**src/rtl/obi_arb_pkg.sv**
```systemverilog
// obi_arb_pkg: source IDs, defaults and request payload shared by the OBI memory arbiter
package obi_arb_pkg;
  typedef enum logic {SRC_INSTR = 1'b0, SRC_DATA = 1'b1} src_e;
  localparam int DEF_MAX_OUTSTANDING = 2;
  localparam int DEF_ADDR_W = 32;
  localparam int DEF_DATA_W = 32;
  typedef struct packed {
    logic                    we;
    logic [DEF_DATA_W/8-1:0] be;
    logic [DEF_ADDR_W-1:0]   addr;
    logic [DEF_DATA_W-1:0]   wdata;
  } obi_req_t;
endpackage

```
**src/rtl/obi_arb_id_fifo.sv**
```systemverilog
// obi_arb_id_fifo: in-order 1-bit source-ID FIFO, wrap-bit pointers for full/empty
module obi_arb_id_fifo #(
  parameter int DEPTH = 2
) (
  input  logic clk_i,
  input  logic rst_ni,
  input  logic push,
  input  logic pop,
  input  logic din,
  output logic dout,
  output logic full,
  output logic empty
);
  localparam int AW = $clog2(DEPTH);
  localparam int IW = AW > 0 ? AW : 1;
  localparam logic [AW:0] ONE = (AW+1)'(1);
  logic [AW:0] wr_ptr, rd_ptr;
  logic [(1<<IW)-1:0] mem;
  assign empty = wr_ptr == rd_ptr;
  assign full = wr_ptr == (rd_ptr ^ (AW+1)'(DEPTH));
  assign dout = mem[IW'(rd_ptr)];
  always_ff @(posedge clk_i or negedge rst_ni)
    if (!rst_ni) begin
      wr_ptr <= '0;
      rd_ptr <= '0;
      mem <= '0;
    end else begin
      if (push && !full) begin
        mem[IW'(wr_ptr)] <= din;
        wr_ptr <= wr_ptr + ONE;
      end
      if (pop && !empty) rd_ptr <= rd_ptr + ONE;
    end
endmodule

```
**src/rtl/obi_mem_arbiter.sv**
```systemverilog
// obi_mem_arbiter: round-robin share of one OBI memory port between fetch and data ports
// OBI_ARB_PERF_EN adds saturating per-port stall counters
module obi_mem_arbiter
  import obi_arb_pkg::*;
#(
  parameter int MAX_OUTSTANDING = DEF_MAX_OUTSTANDING,
  parameter int ADDR_W = DEF_ADDR_W,
  parameter int DATA_W = DEF_DATA_W
) (
  input  logic                clk_i,
  input  logic                rst_ni,
  input  logic                instr_req_i,
  input  logic [ADDR_W-1:0]   instr_addr_i,
  output logic                instr_gnt_o,
  output logic                instr_rvalid_o,
  output logic [DATA_W-1:0]   instr_rdata_o,
  input  logic                data_req_i,
  input  logic                data_we_i,
  input  logic [DATA_W/8-1:0] data_be_i,
  input  logic [ADDR_W-1:0]   data_addr_i,
  input  logic [DATA_W-1:0]   data_wdata_i,
  output logic                data_gnt_o,
  output logic                data_rvalid_o,
  output logic [DATA_W-1:0]   data_rdata_o,
  output logic                mem_req_o,
  output logic                mem_we_o,
  output logic [DATA_W/8-1:0] mem_be_o,
  output logic [ADDR_W-1:0]   mem_addr_o,
  output logic [DATA_W-1:0]   mem_wdata_o,
  input  logic                mem_gnt_i,
  input  logic                mem_rvalid_i,
  input  logic [DATA_W-1:0]   mem_rdata_i
`ifdef OBI_ARB_PERF_EN
  ,
  output logic [31:0]         instr_stall_cnt_o,
  output logic [31:0]         data_stall_cnt_o
`endif
);
  src_e last_q, lock_src_q, sel, head;
  logic lock_q, sel_req, full, empty, push, pop, head_bit;
  assign sel = lock_q ? lock_src_q :
               (instr_req_i && data_req_i) ? (last_q == SRC_INSTR ? SRC_DATA : SRC_INSTR) :
               (data_req_i ? SRC_DATA : SRC_INSTR);
  assign sel_req = sel == SRC_DATA ? data_req_i : instr_req_i;
  // a full ID FIFO blocks new requests even when a response drains it this cycle
  assign mem_req_o = rst_ni && sel_req && !full;
  assign push = mem_req_o && mem_gnt_i;
  assign pop = rst_ni && mem_rvalid_i && !empty;
  assign instr_gnt_o = push && sel == SRC_INSTR;
  assign data_gnt_o = push && sel == SRC_DATA;
  assign mem_we_o = rst_ni && sel == SRC_DATA && data_we_i;
  assign mem_be_o = !rst_ni ? '0 : sel == SRC_DATA ? data_be_i : '1;
  assign mem_addr_o = !rst_ni ? '0 : sel == SRC_DATA ? data_addr_i : instr_addr_i;
  assign mem_wdata_o = (rst_ni && sel == SRC_DATA) ? data_wdata_i : '0;
  assign head = src_e'(head_bit);
  assign instr_rvalid_o = pop && head == SRC_INSTR;
  assign data_rvalid_o = pop && head == SRC_DATA;
  assign instr_rdata_o = rst_ni ? mem_rdata_i : '0;
  assign data_rdata_o = rst_ni ? mem_rdata_i : '0;
  obi_arb_id_fifo #(.DEPTH(MAX_OUTSTANDING)) u_id_fifo (
    .clk_i (clk_i),
    .rst_ni(rst_ni),
    .push  (push),
    .pop   (pop),
    .din   (sel),
    .dout  (head_bit),
    .full  (full),
    .empty (empty)
  );
  // the lock keeps the mux on an ungranted request, including through full stalls
  always_ff @(posedge clk_i or negedge rst_ni)
    if (!rst_ni) begin
      last_q <= SRC_INSTR;
      lock_q <= 1'b0;
      lock_src_q <= SRC_INSTR;
    end else begin
      if (push) last_q <= sel;
      if (mem_req_o) begin
        lock_q <= !mem_gnt_i;
        lock_src_q <= sel;
      end else if (!sel_req) lock_q <= 1'b0;
    end
`ifdef OBI_ARB_PERF_EN
  always_ff @(posedge clk_i or negedge rst_ni)
    if (!rst_ni) begin
      instr_stall_cnt_o <= '0;
      data_stall_cnt_o <= '0;
    end else begin
      if (instr_req_i && !instr_gnt_o && !(&instr_stall_cnt_o)) instr_stall_cnt_o <= instr_stall_cnt_o + 32'd1;
      if (data_req_i && !data_gnt_o && !(&data_stall_cnt_o)) data_stall_cnt_o <= data_stall_cnt_o + 32'd1;
    end
`endif
`ifndef SYNTHESIS
  orphan_rvalid: assert property (@(posedge clk_i) disable iff (!rst_ni) mem_rvalid_i |-> !empty)
    else $warning("obi_mem_arbiter: response with no outstanding request dropped");
`endif
endmodule
```
**config.mk**
```make
export PLATFORM = sky130hd
export DESIGN_NAME = obi_mem_arbiter
export DESIGN_NICKNAME = d
export VERILOG_FILES = /design/src/rtl/obi_arb_pkg.sv /design/src/rtl/obi_arb_id_fifo.sv /design/src/rtl/obi_mem_arbiter.sv
export SDC_FILE = /design/constraint.sdc
export NUM_CORES = 1
export LEC_CHECK = 0
export ABC_CLOCK_PERIOD_IN_PS = 1900
export CORE_AREA = 2 2 107 109
export CTS_BUF_LIST = sky130_fd_sc_hd__clkbuf_4
export CTS_CLUSTER_DIAMETER = 100
export DETAILED_ROUTE_END_ITERATION = 12
export DIE_AREA = 0 0 109 111
export PLACE_DENSITY = 0.62
export SKIP_LAST_GASP = 1
export SLEW_MARGIN = 20
export SYNTH_ARGS = -nofsm -noshare
export SYNTH_HDL_FRONTEND = slang
export SYNTH_SLANG_ARGS = --single-unit
export TNS_END_PERCENT = 100
```
**constraint.sdc**
```tcl
create_clock -name clk_i -period 1.9 [get_ports clk_i]
set_input_delay 0.19 -clock clk_i [delete_from_list [all_inputs] [get_ports clk_i]]
set_output_delay 0.19 -clock clk_i [all_outputs]
set_load 0.02 [all_outputs]
```
==> qor.txt <==
Starting Density: 0.155
Synth Register Bits: 9
FF-to-FF setup slack: 120 ps
clk_lat worst skew: 250 ps
register area: 226 um^2
Vias: 2764
Post-synth top flop: dfrtp_1
Hold Path Class: in -> async
antenna fix cells: 0
layout cells sized above 1: 0.314
grt peak-use layer: met2
cell repeated most along the worst path: buf_6
most frequent cell after synthesis: nand2_1
GR Layer Usage met3: 0.0200
Yosys top cell by area: nand2_1
pwr/cell area: 905 nW/um^2
pre-CTS setup slack: -589 ps
WP data arrival: 1760 ps
grt total ovfl: 0
Yosys cell types: 27
maximum fanout along the worst path: 8
Cells after Synth: 264
GRT Util Overall: 0.151
placed wire-length estimate: 7610 um
Multi-input gate area: 1420 um^2
Post-synth EDFFs: 0
IO Count: 277
Max Cap Viol: 0
status: finished with violations
Die Height: 111 um
Max-Slew Margin vs Limit: 0.767
DRT antenna net count: 0
setup TNS: -131 ps
failing checks: negative setup slack
FP Rows: 39
die area: 12100 um^2
clk buf depth: 2
DRT iter0 DRCs: 110
Yosys top cell area share: 0.144
CP max stage delay: 440 ps
Startpoint Class: register
peak supply drop: 0.000585 V
Worst path slowest cell: dfrtp_2
Mapped Area: 1720 um^2
CTS Root Cell: clkbuf_4
Syn-to-layout area delta: 186%
Fin. Hold Viols: 0
WL/cell: 15.8 um
final-report max-slew violation count: 0
port buffer count: 276
min cycle time layout: 1950 ps
async set-or-reset flop fraction in the synthesized netlist: 1.00
Cell Chain, Critical Path: nor2b_4, buf_6, a21boi_4, buf_6, buf_12, nand2_1, a21boi_1, buf_4
fill count: 1109
first-pass detailed-route iteration total: 4
pin count of the biggest net entering global routing: 64
Seq/Total Area, Yosys: 0.131
Max Clk Rate: 0.513 GHz
GP Congestion: 0.808
total routed wirelength: 10600 um
CTS H-tree lvls: 1
Post-Syn Nets: 403
commonest cells in the synthesized netlist: nand2_1 (66), and3_1 (33), a21boi_0 (32), and2_1 (32), buf_4 (32)
area of the core: 11100 um^2
initial antenna violation count: 0
TritonCTS buffer count: 3
TritonCTS clock tree: done
leak pwr: 2.30 nW
first-pass GRT wire length: 14600 um
clock sinks: 9
met1 Use GR: 0.168
grt met2 use: 0.304
Worst EP required: 1710 ps
number of vias per cell: 4.12
Clock Skews: 2.21 ps
syn avg cell area: 6.51 um^2
Final period util: 1.03
critical path class: reg -> out
fin nets: 668
Clock Pin Slew Worst Setup and Hold Paths: 60 ps
RSZ-0062 raised after global routing: yes
Setup-failing EPs final: 13
Critical Path Sink Type: output port
Final Worst Setup Slack: -49.8 ps
yosys warns: 0
Worst Tran Pin Value: 350 ps
number of global-route vias before repair: 2675
top cells by area, synth: nand2_1 (14%), a21boi_0 (14%), buf_4 (14%)
drc violations: 0
Min Hold Slack: 301 ps
Die W: 109 um
[registers in the layout (all words and copies together) (netlist names)]
name and cells:
last_q 1, u_id_fifo.rd_ptr 2, lock_src_q 1, u_id_fifo.wr_ptr 2, u_id_fifo.mem 2, lock_q 1
[worst max-delay path, delay by kind of cell, from the launching register on]
family                 cells  cell delay, ps
AOI/OAI and AO/OA          2             350
and+or+nand+nor            2             120
buffers and inverters      4             600
DFF                        1             440
[worst paths after layout]
check	from	cells past startpoint	to
max in group asynchronous	rst_ni	3	u_id_fifo.mem[0]
min in group clk_i	u_id_fifo.mem[0]	1	u_id_fifo.mem[0]
min reg2reg	u_id_fifo.mem[0]	1	u_id_fifo.mem[0]
max reg2reg	u_id_fifo.rd_ptr[0]	5	u_id_fifo.mem[0]
max	lock_q	8	mem_addr_o[7]
min	rst_ni	3	lock_q
[layout by cell type (no fill, tap or decap), drive strengths merged]
master         count
nor3               2
dlymetal6s2s       1
mux2i              2
a22o               1
a21boi            33
or4                1
o21ai              2
and2              32
and3              33
dfrtp              9
mux2               4
buf              107
o21a               4
inv                2
clkbuf             6
nand2             66
clkdlybuf4s50    199
nand2b             1
xnor2              3
dlygate4sd2        3
nor2b              2
dlygate4sd3        1
a21oi              1
xor2               4
nor4b              1
nor2               5
or3                1
o211ai             1
clkdlybuf4s15      1
[where the power goes]
group	internal [mW]	leakage, nW	switching [mW]	total, mW
combinational	2.05	2.18	1.83	3.89
clock	0.0949	0.0184	0.0622	0.157
sequential	0.291	0.108	0.104	0.395
[metrics by stage]
step / total power [mW] / area (um^2) / instances / utilization
after floorplan: 1.82 / 1720 / 264 / -
after global placement: 3.30 / 4550 / 651 / 0.411
after detailed placement: 3.34 / 4550 / 651 / 0.411
after CTS: 3.93 / 4570 / 667 / 0.413
after global routing: 4.71 / 4910 / 671 / 0.443
final: 4.44 / 4910 / 671 / 0.443
[layout make-up]
cell class | instances | share of cell area
clock buffers | 4 | 0.00612
well taps | 143 | 0.0365
inverters | 2 | 0.00153
multi-input cells | 199 | 0.289
repair buffers | 314 | 0.621
flip-flops and latches | 9 | 0.0461
[what timing repair did]
item,4_1_cts,5_1_grt
pin swaps,3,45
setup endpoints to repair,74,74
gates cloned,4,2
endpoints found under the hold margin,5,0
buffers inserted,7,3
resized for setup,295,111
hold buffers,1,0
[cell families (layout without fill, tap and decap cells)]
group | count (synthesis) | in the layout | share of synthesized area
muxes | 6 | 6 | 0.0378
and+or+nand+nor | 144 | 144 | 0.421
AOI/OAI and AO/OA | 42 | 42 | 0.182
xor gates and xnor gates | 7 | 7 | 0.0357
DFF | 9 | 9 | 0.131
buffers and inverters | 56 | 320 | 0.192
[routing by layer]
metal	part of all wire	wire length [um]
met5	0	0
met4	0.0072	76
met3	0.066	698
met2	0.55	5840
met1	0.38	3990
Note: power is estimated with default switching activity, not from simulation.
